`src/rtl/mmio_gpio.sv`:
```
// mmio_gpio: bus-mapped GPIO with OUT/TGL, synchronised IN, W1C change flags and a masked level irq
`timescale 1ns/1ps
module mmio_gpio #(
  parameter logic [15:0] BASE_ADDR = 16'hC000,
  parameter int OUT_W = 10,
  parameter int IN_W = 10,
  parameter logic [OUT_W-1:0] OUT_RST = '0
) (
  input  logic             clk,
  input  logic             rst,
  input  logic [15:0]      addr,
  input  logic             we,
  input  logic             re,
  input  logic [15:0]      wdata,
  output logic [15:0]      rdata,
  output logic             hit,
  input  logic [IN_W-1:0]  gpio_in,
  output logic [OUT_W-1:0] gpio_out,
  output logic             irq
);
  logic [OUT_W-1:0] out_r;
  logic [IN_W-1:0] s1, in_s, in_p, chg, ien;
  logic [4:0] sel;
  logic unused_ok;
  always_comb begin
    for (int i = 0; i < 5; i++) sel[i] = addr == BASE_ADDR + 16'(i);
    hit = |sel;
    rdata = !re ? '0 : sel[0] ? 16'(out_r) : sel[1] ? 16'(in_s) : sel[2] ? 16'(chg) : sel[3] ? 16'(ien) : '0;
    gpio_out = out_r;
    irq = |(chg & ien);
    unused_ok = ^wdata;
  end
  always_ff @(posedge clk) begin
    if (rst) begin
      out_r <= OUT_RST;
      s1 <= '0;
      in_s <= '0;
      in_p <= '0;
      chg <= '0;
      ien <= '0;
    end else begin
      out_r <= we && sel[0] ? wdata[OUT_W-1:0] : we && sel[4] ? out_r ^ wdata[OUT_W-1:0] : out_r;
      s1 <= gpio_in;
      in_s <= s1;
      in_p <= in_s;
      chg <= (chg & ~(we && sel[2] ? wdata[IN_W-1:0] : '0)) | (in_s ^ in_p);
      ien <= we && sel[3] ? wdata[IN_W-1:0] : ien;
    end
  end
endmodule

```
`config.mk`:
```
export PLATFORM = sky130hd
export DESIGN_NAME = mmio_gpio
export DESIGN_NICKNAME = d
export VERILOG_FILES = /design/src/rtl/mmio_gpio.sv
export SDC_FILE = /design/constraint.sdc
export NUM_CORES = 1
export LEC_CHECK = 0
export ABC_AREA = 1
export CORE_UTILIZATION = 45
export CTS_CLUSTER_DIAMETER = 40
export CTS_CLUSTER_SIZE = 20
export DETAILED_ROUTE_END_ITERATION = 8
export PLACE_DENSITY = 0.81
export SLEW_MARGIN = 25
export SYNTH_ARGS = -nofsm -noshare
export SYNTH_HDL_FRONTEND = slang
export SYNTH_SLANG_ARGS = --single-unit
export TNS_END_PERCENT = 30
```
`constraint.sdc`:
```
create_clock -name clk -period 2.2 [get_ports clk]
set_input_delay 0.66 -clock clk [delete_from_list [all_inputs] [get_ports clk]]
set_output_delay 0.66 -clock clk [all_outputs]
set_load 0.02 [all_outputs]
```
==> flow_summary.ini <==
[run_status]
outcome = finished with violations
violations = design-rule violations, negative setup slack

[timing]
hold_viol = 0
fmax_ghz = 0.3822
finalCritPeriodShare_pct = 118.9
finalClockSkew_ns = 0.006977
period_needed_ns = 2.616
fin_ws_ns = -0.4161
rsz0062_at_grt = true
setup_tns_ns = -4.219
slew_viol_final = 0
setup_violations = 11

[drt]
viasPerCell = 5.121
route.detailed.drc = 11
dr_total_vias = 3165
wire_per_inst_um = 13.76
antenna_left = 0
drt-pass1-iter-count = 9
drtIter0Drc = 184
wl_um = 8504

[cells_and_area]
finalNonFillerCells = 618
multi_input_area_um2 = 1609
fillers = 537
nets = 582
final_cell_mix = 74 x nand2_1, 67 x inv_1, 60 x dfxtp_1, 56 x nor2_1, 33 x clkdlybuf4s50_1
regArea_um2 = 1201
layout-drive-gt1-share_pct = 23.29
diodes = 0
utilization_pct = 66.60
area.growth.synth_to_final_pct = 40.73
final_common_cell = nand2_1

[floorplan]
dieArea_um2 = 7126
core_um2 = 6459
rows = 29
dieHeight_um = 84.42
start_util_pct = 47.33
num_io_pins = 74
dieWidth_um = 84.42

[grt]
grt_pass1_wl_um = 13940
gr-total-overflow = 0
antenna_found_initial = 0
grt_pass1_vias = 2981
grt_use_total_pct = 25.07
grt_max_degree = 27

[clock_tree]
ctsHtreeMaxLevel = 3
cts_hold_buf = 0
cts-root-buf = clkbuf_8
clk_path_buf_depth = 2
cts_buffers = 9
clk-insertion-delay-late_ns = 0.34
cts_tree = done
cts_sinks = 60
path_clk_slew_ns = 0.07

[setup_path]
worst_path_most_repeated_cell = buf_6
worstSetupPathType = in2out
cp_cell_sequence = buf_6 -> nor2_4 -> nand3_4 -> nor3_4 -> buf_6 -> buf_8 -> nand2_4 -> nor2_2 -> nor2_1 -> nand2_1 -> inv_2 -> buf_6
cp_top_family = simple AND/OR/NAND/NOR gates
cp.arrival_ns = 1.96
worstSetupStartpointType = input pin
critPathBufInv = 5
crit_path_end_kind = output port
required_ns = 1.54
max_stage_delay_ns = 0.22
slowest_stage = nor3_4
crit_fanout = 4

[yosys]
yosysSeqAreaShare_pct = 39.30
yosysWarningCount = 0
synth_cells = 444
ys_types = 29
avgSynthCellArea_um2 = 6.884
netlist_area_um2 = 3057
yosys_register_bits = 60

[job]
maxCapViolations = 0

[pwr]
peakVddDrop_mv = 0.5978
p_leak_nw = 2.006
p_per_area_nw_per_um2 = 550.0

[placement]
placed_cells = 590
hpwlAfterDp_um = 5627
gp_congestion = 0.8735
io_buffers = 61
place_ws_ns = -1.203

[worst_hold_path]
worstHoldPathType = reg2reg
==> final cells by class <==
| class | count | share of cell area (%) |
|---|---|---|
| Inverter | 74 | 6.515 |
| Timing Repair Buffer | 98 | 21.29 |
| Sequential cell | 60 | 27.92 |
| Clock buffer | 9 | 2.880 |
| Tap cell | 77 | 2.240 |
| Clock inverter | 7 | 1.745 |
| Multi-Input combinational cell | 293 | 37.41 |
==> layer usage <==
| layer | track usage, % | vias to the layer above | routed length, um |
|---|---|---|---|
| met5 | 0 | - | 0 |
| met4 | 14.95 | 0 | 340 |
| met3 | 4.818 | 27 | 564 |
| met2 | 42.92 | 125 | 4204 |
| met1 | 29.23 | 1461 | 3396 |
| li1 | - | 1552 | - |
==> cells by family (layout without fill, tap and decap cells) <==
group	count (synthesis)	after routing	share of synthesized area (%)
and+or+nand+nor	206	209	30.70
AOI/OAI and AO/OA	58	58	10.07
buffers and inverters	99	188	14.08
xor gates and xnor gates	20	20	5.730
other	1	6	0.1227
DFF	60	60	39.30
==> power breakdown <==
part / total, mW / switching, mW / internal (mW)
clock network: 0.984 / 0.456 / 0.527
logic: 0.236 / 0.126 / 0.110
registers: 1.15 / 0.0240 / 1.12
total: 2.37 / 0.606 / 1.76
==> worst register-to-register path: stages, from the launching register on <==
cell	delay, ns
dfxtp_1	0.32
buf_4	0.14
xor2_1	0.17
nand2_1	0.08
nand2_1	0.05
nand2_1	0.05
a21oi_1	0.12
==> state kept, by name, indices dropped and copies added, names as in the netlist <==
register	cells
chg	10
gpio_out	10
in_p	10
ien	10
s1	10
in_s	10
==> cells in the mapped netlist (all sizes together) <==
cell type   n  area (um^2)
nand2      80        317.8
nor2       77        330.3
inv        73        274.0
dfxtp      60         1201
nand3      36        197.7
a21oi      32        160.2
o21ai      22        113.9
buf        16        118.9
nand4      11        68.82
xnor2      10        87.58
xor2       10        87.58
clkbuf      9        33.78
a22o        3        26.28
clkinv      1        3.750
conb        1        3.750
nand3b      1        7.510
nor3        1        16.27
o211ai      1        7.510
==> final timing paths <==
| check | startpoint | endpoint | slack [ns] | cells after the start |
|---|---|---|---|---|
| min reg2reg | s1[0] | in_s[0] | 0.40 | 2 |
| max reg2reg | gpio_out[0] | gpio_out[0] | 1.20 | 6 |
| min | s1[0] | in_s[0] | 0.40 | 2 |
| max | addr[12] | rdata[2] | -0.42 | 12 |
==> repair_timing <==
| item | in CTS | in global routing |
|---|---|---|
| setup endpoints to repair | 12 | 12 |
| gates cloned | 4 | 0 |
| gates resized for setup | 162 | 11 |
| setup buffers | 9 | 0 |
| pin swaps | 37 | 5 |
==> stage by stage <==
stage                     instance area, um^2  hold slack [ns]  total power, mW
after global routing                     4302           0.4136            2.457
after CTS                                4292           0.4027            2.380
final                                    4302           0.4034            2.366
after detailed placement                 3860           0.3931            1.394
after floorplan                          3083           0.3883            1.277
after global placement                   3860           0.3896            1.387
(Power assumes the default switching activity.)
